--- src/rtl/tlm_stream_pkg.sv ---
// tlm_stream_pkg: shared state encoding, operand byte layout and item extraction for tlm_batch_streamer
package tlm_stream_pkg;
  typedef enum logic [1:0] {IDLE, STREAM, DONE} state_e;
  localparam int A_LSB = 0;
  localparam int B_LSB = 8;
  localparam int BYTE_W = 8;
  localparam int MAX_BATCH_W = 8192;
  function automatic logic [2*BYTE_W-1:0] item_ab(input logic [MAX_BATCH_W-1:0] batch, input int k, input int item_w);
    logic [MAX_BATCH_W-1:0] s;
    s = batch >> (k * item_w);
    return {s[B_LSB +: BYTE_W], s[A_LSB +: BYTE_W]};
  endfunction
endpackage

--- src/rtl/tlm_batch_streamer.sv ---
// tlm_batch_streamer: takes one packed batch (batch_valid_i/batch_ready_o), streams items as A_s/B_s bytes (item_valid_o/item_ready_i), pulses done_o and counts batches in batch_cnt_o
module tlm_batch_streamer
  import tlm_stream_pkg::*;
#(
  parameter int NUM = 100,
  parameter int ITEM_WIDTH = 16,
  localparam int IDX_W = NUM > 1 ? $clog2(NUM) : 1
) (
  input  logic                      clk_i,
  input  logic                      reset_i,
  input  logic                      batch_valid_i,
  output logic                      batch_ready_o,
  input  logic [NUM*ITEM_WIDTH-1:0] batch_data_i,
  output logic [BYTE_W-1:0]         A_s,
  output logic [BYTE_W-1:0]         B_s,
  output logic                      item_valid_o,
  input  logic                      item_ready_i,
  output logic [IDX_W-1:0]          item_idx_o,
  output logic                      busy_o,
  output logic                      done_o,
  output logic [31:0]               batch_cnt_o
);
  state_e state_q, state_d;
  logic [NUM*ITEM_WIDTH-1:0] buf_q;
  logic beat, last;
  always_comb begin
    beat = state_q == STREAM && item_ready_i;
    last = item_idx_o == IDX_W'(NUM - 1);
    state_d = state_q == IDLE ? (batch_valid_i ? STREAM : IDLE) :
              state_q == STREAM ? (beat && last ? DONE : STREAM) : IDLE;
  end
  assign batch_ready_o = state_q == IDLE;
  assign item_valid_o = state_q == STREAM;
  assign busy_o = state_q != IDLE;
  assign done_o = state_q == DONE;
  always_ff @(posedge clk_i) begin
    if (reset_i) begin
      state_q <= IDLE;
      A_s <= '0;
      B_s <= '0;
      item_idx_o <= '0;
      batch_cnt_o <= '0;
    end else begin
      state_q <= state_d;
      if (state_q == IDLE && batch_valid_i) begin
        buf_q <= batch_data_i;
        {B_s, A_s} <= item_ab(MAX_BATCH_W'(batch_data_i), 0, ITEM_WIDTH);
        item_idx_o <= '0;
      end
      if (beat && !last) begin
        item_idx_o <= item_idx_o + 1'b1;
        {B_s, A_s} <= item_ab(MAX_BATCH_W'(buf_q), int'(item_idx_o) + 1, ITEM_WIDTH);
      end
      if (state_q == DONE) begin
        batch_cnt_o <= batch_cnt_o + 32'd1;
        item_idx_o <= '0;
      end
    end
  end
endmodule

--- config.mk ---
export PLATFORM = sky130hd
export DESIGN_NAME = tlm_batch_streamer
export DESIGN_NICKNAME = d
export VERILOG_FILES = /design/src/rtl/tlm_stream_pkg.sv /design/src/rtl/tlm_batch_streamer.sv
export SDC_FILE = /design/constraint.sdc
export NUM_CORES = 2
export LEC_CHECK = 0
export ABC_CLOCK_PERIOD_IN_PS = 84100
export BUFFER_PORTS_ARGS = -buffer_cell sky130_fd_sc_hd__buf_2
export CORE_AREA = 2 2 650 652
export DETAILED_ROUTE_END_ITERATION = 10
export DIE_AREA = 0 0 652 654
export PLACE_DENSITY = 0.39
export SLEW_MARGIN = 10
export SYNTH_ARGS = -nofsm -noshare
export SYNTH_HDL_FRONTEND = slang
export SYNTH_SLANG_ARGS = --single-unit
--- constraint.sdc ---
create_clock -name clk_i -period 84.1 [get_ports clk_i]
set_input_delay 4.205 -clock clk_i [delete_from_list [all_inputs] [get_ports clk_i]]
set_output_delay 4.205 -clock clk_i [all_outputs]
set_load 0.03 [all_outputs]
## Word-level counts from Yosys, hierarchy flattened

Index checks and enable logic that the tools add are counted.

| cells by class | value |
|---|---|
| $add $sub $neg | 3 |
| eq/ne operators | 3 |
| shift operators | 1 |
| mux-type cells | 10 |
| bitwise operators | 1 |
| reduce and logical (&&, ||, !) cells | 10 |

Operators by type and width:

| kind | number |
|---|---|
| $shr 1600x12->16 | 1 |
| $add 32x1->32 const B | 1 |
| $mux 8 | 4 |
| $mux 7 | 2 |
| $add 7x1->8 const B | 1 |
| $add 7x1->7 const B | 1 |
| $eq 7x7->1 const B | 1 |
| $mux 2 | 3 |
| $logic_and 1x1->1 | 4 |
| $reduce_bool 2->1 | 2 |
| $eq 2x1->1 const B | 1 |
| $eq 2x2->1 const B | 1 |
| $logic_not 2->1 | 1 |
| $reduce_and 2->1 | 1 |
| $reduce_or 2->1 | 1 |
| $logic_not 1->1 | 1 |
| $mux 1 | 1 |
| $not 1->1 | 1 |

| storage, ports and cells | value |
|---|---|
| bits in registers | 1,657 |
| input port bits | 1,604 |
| output and inout bits | 59 |
| word-level logic and storage cells | 34 |

## Longest topological paths before layout

| depth | value |
|---|---|
| depth after elaboration | 6 |
| mapped depth | 12 |
| gate-level depth less buffers | 7 |

## Least setup slack after synthesis

Ideal clock, no wire load.

| timing | value |
|---|---|
| kind | input -> register |
| start | input port batch_valid_i |
| end | register buf_q[1000], enable pin |
| setup time | 3,593 ps |
| data arrival time | 70,453 ps |
| data required time | 80,507 ps |
| path slack | 10,054 ps |
| stages | 4 |
| path buffers | 2 |
| cells stage by stage | or3b_1 > clkbuf_1 > buf_1 > nor2_1 |

| on the way | value |
|---|---|
| cells in the longest elaborated chain, start to end | 2 |

Ends and longest elaborated chain:

| what | RTL line | RTL |
|---|---|---|
| start, declared | tlm_batch_streamer.sv:11 | `input logic batch_valid_i,` |
| $logic_and 1x1->1 | tlm_batch_streamer.sv:45 | `if (state_q == IDLE && batch_valid_i) begin` |
| $reduce_and 2->1 (no source line) | - |  |
| end signal, assigned | tlm_batch_streamer.sv:46 | `buf_q <= batch_data_i;` |
| end, declared | tlm_batch_streamer.sv:24 | `logic [NUM*ITEM_WIDTH-1:0] buf_q;` |

No other way between the ends.
A chain may end at the register's enable or synchronous reset.

## Final worst setup path

| timing | value |
|---|---|
| start | input port batch_valid_i |
| end | register buf_q[402], enable pin |

The elaborated chain is that of the path after synthesis.

==> flow_summary.ini <==
[sta]
fin_setup_tns_ps = 0
setup_slack_ps = 74380
max_freq_mhz = 103
relSlewSlack_pct = 19.1
min_period_over_period_pct = 11.6
whs_ps = 522
skew_ps = 86.0
layout_min_cycle_time_ps = 9720
hold_viol_final = 0
finalSetupViolCount = 0
worst_slew_pin_slew_ps = 1210
final_max_slew_viol_count = 0
rsz0062_at_grt = false

[synth]
synth_top_area_share_pct = 74.4
syn_area_um2 = 64000
synthCells = 3016
syn_nets = 4622
yosys_warnings = 0
ys_seq_area_share_pct = 76.2
synth_area_leaders = edfxtp_1 74%, mux4_2 10%, mux2i_1 3.2%
postSynthAreaPerCell_um2 = 21.2
ys_ff_latch = 1641
async_flop_share_pct = 0
yosys_most_used_dff = edfxtp_1
synth_cell_types = 67
yosysTopAreaCell = edfxtp_1
synth-edff-count = 1584

[clocking]
cts_resized = 0
path_clk_slew_ps = 60
post-cts-setup-buffer-count = 0
cts_buffers = 205
clock_latency_ps = 930
cts-root-buf = clkbuf_16
htreeDepth = 4
cts_hold_buf = 0
clock_sinks = 1641
cts_tree = built
cts_max_path_buffers = 4

[placement]
gp_congestion = 0.836
place_inst = 10100
hpwlAfterDp_um = 274000
dp_slack_ps = 73380
port_buffers = 1662
placed_cell_area_um2 = 78800

[pwr]
p_seq_share_pct = 49.0
vdd_drop_max_mv = 0.0188
p_int_mw = 1.47
power_density_nw_per_um2 = 22.7
total_power_mw = 1.94
p_sw_mw = 0.463
sw_frac_of_total_pct = 23.9
leakagePower_nw = 28.9
power_frac_clock_pct = 44.4
p_comb_share_pct = 6.6

[critical_path]
required_ps = 84590
rrSetupSlack_ps = 77230
crit_buf_inv = 8
cp_slowest_stage_delay_ps = 870
crit_top_cell = buf_4
path_cells = buf_2 > or3b_2 > buf_4 > nor2_4 > buf_4 > buf_12 > buf_4 > buf_4 > buf_4 > buf_4
cp-end-kind = flip-flop
cp.arrival_ps = 10220
start_kind = input port
critical_path_class = input port to flip-flop
cp_slowest_cell = buf_4
path_delay_family = buffers and inverters
crit_fanout = 142

[grt]
grt_pass1_wl_um = 424000
grt_pass1_vias = 40800
grt_usage_pct = 15.3
grt_remaining_overflow = 0
antenna_found_initial = 411
grt_max_degree = 196

[floorplanning]
rows = 238
start_util_pct = 15.3
die_height_um = 654
core-area_um2 = 419000
dieArea_um2 = 426000
io_pins = 1663
fp.dieW_um = 652

[detailed_routing]
met2_length_um = 178000
first_pass_iters = 5
via_per_inst = 3.71
avgRoutedWirePerCell_um = 32.2
drc_errors = 0
wl_met1_um = 125000
postRouteAntennaNets = 0
finalWirelength_um = 341000
dr_total_vias = 39200
wl_met3_um = 25000
top_layer = met5
drt-initial-drc-count = 3034

[cells_and_area]
fill_cells = 44700
drive_gt1_share_pct = 48.3
mostFrequentLayoutCell = buf_2
area_growth_pct = 33.7
final_cell_mix = 1661 x buf_2, 1584 x edfxtp_1, 286 x mux4_2
finish.utilization_pct = 20.4
nNetsFinal = 6411
final_cells = 10600
final_area_um2 = 85500

[worst_hold_path]
hold_class = flip-flop to flip-flop

[job]
drv_cap = 0

[outcome]
outcome = finished clean
-- layer usage --
layer / track usage (%) / up-vias
met2: 28.5 / 2015
met1: 16.8 / 19800
met3: 4.72 / 897
met5: 0 / -
met4: 3.89 / 158
li1: - / 16400
-- flip-flops by register name, indices dropped and copies added (netlist names) --
name         count
batch_cnt_o     32
item_idx_o       7
buf_q         1584
B_s              8
A_s              8
state_q          2
-- worst paths after layout --
check / depth (start not counted) / end / from
max: 10 / buf_q[402]$_DFFE_PP_ / batch_valid_i
min: 2 / batch_cnt_o[12]$_SDFFE_PP0P_ / batch_cnt_o[12]$_SDFFE_PP0P_
max reg2reg: 9 / buf_q[402]$_DFFE_PP_ / state_q[1]$_SDFF_PP0_
min reg2reg: 2 / batch_cnt_o[12]$_SDFFE_PP0P_ / batch_cnt_o[12]$_SDFFE_PP0P_
-- kinds of logic after synthesis --
| kind of cell | Yosys count | synth area share [%] |
|---|---|---|
| flip-flops | 1641 | 76.2 |
| multiplexers | 566 | 16.0 |
| AND/OR/NAND/NOR | 322 | 2.39 |
| AO/OA/AOI/OAI | 280 | 2.94 |
| buffers and inverters | 175 | 2.07 |
| XOR/XNOR | 30 | 0.411 |
| adder cells (fa/ha/maj) | 2 | 0.0391 |
-- power groups by stage --
stage               sequential [mW]  combinational, mW  clock [mW]
floorplan                      1.06             0.0487           0
global placement              0.965              0.133           0
detailed placement            0.966              0.134           0
CTS                           0.949              0.135       0.891
global route                  0.951              0.139       0.918
finish                        0.949              0.128       0.861
-- synthesized netlist by cell type (13+ instances only) --
library cell and n:
nand4_1 14, o221ai_1 16, o22ai_1 15, buf_6 21, o211ai_1 13, mux4_1 59, mux2_2 18, nor3_1 17
mux4_2 286, nor2b_1 35, buf_4 35, nand2_1 69, a31oi_1 15, a21oi_1 66, mux2i_1 203, nor2_1 119
a22oi_1 24, o21ai_0 43, buf_2 40, dfxtp_1 57, edfxtp_1 1584, clkbuf_1 38, xor2_1 21, a211oi_1 45
nand3_1 24
-- worst reg2reg max path: stages, from the launching register on --
cell	delay [ps]
dfxtp_1	530
or3b_2	580
buf_4	280
nor2_4	190
buf_4	740
buf_12	660
buf_4	1090
buf_4	670
buf_4	900
buf_4	760
-- final cells by class --
type	instances	area [um2]	area share [%]
Clock inverter	126	1150	1.35
Multi-Input combinational cell	1200	14100	16.5
Tap cell	5520	6910	8.08
Inverter	7	26.3	0.0307
Clock buffer	241	5270	6.16
Antenna cell	95	238	0.278
Sequential cell	1641	48700	57.0
Timing Repair Buffer	1750	9070	10.6
Power figures use the tool's default switching activity.
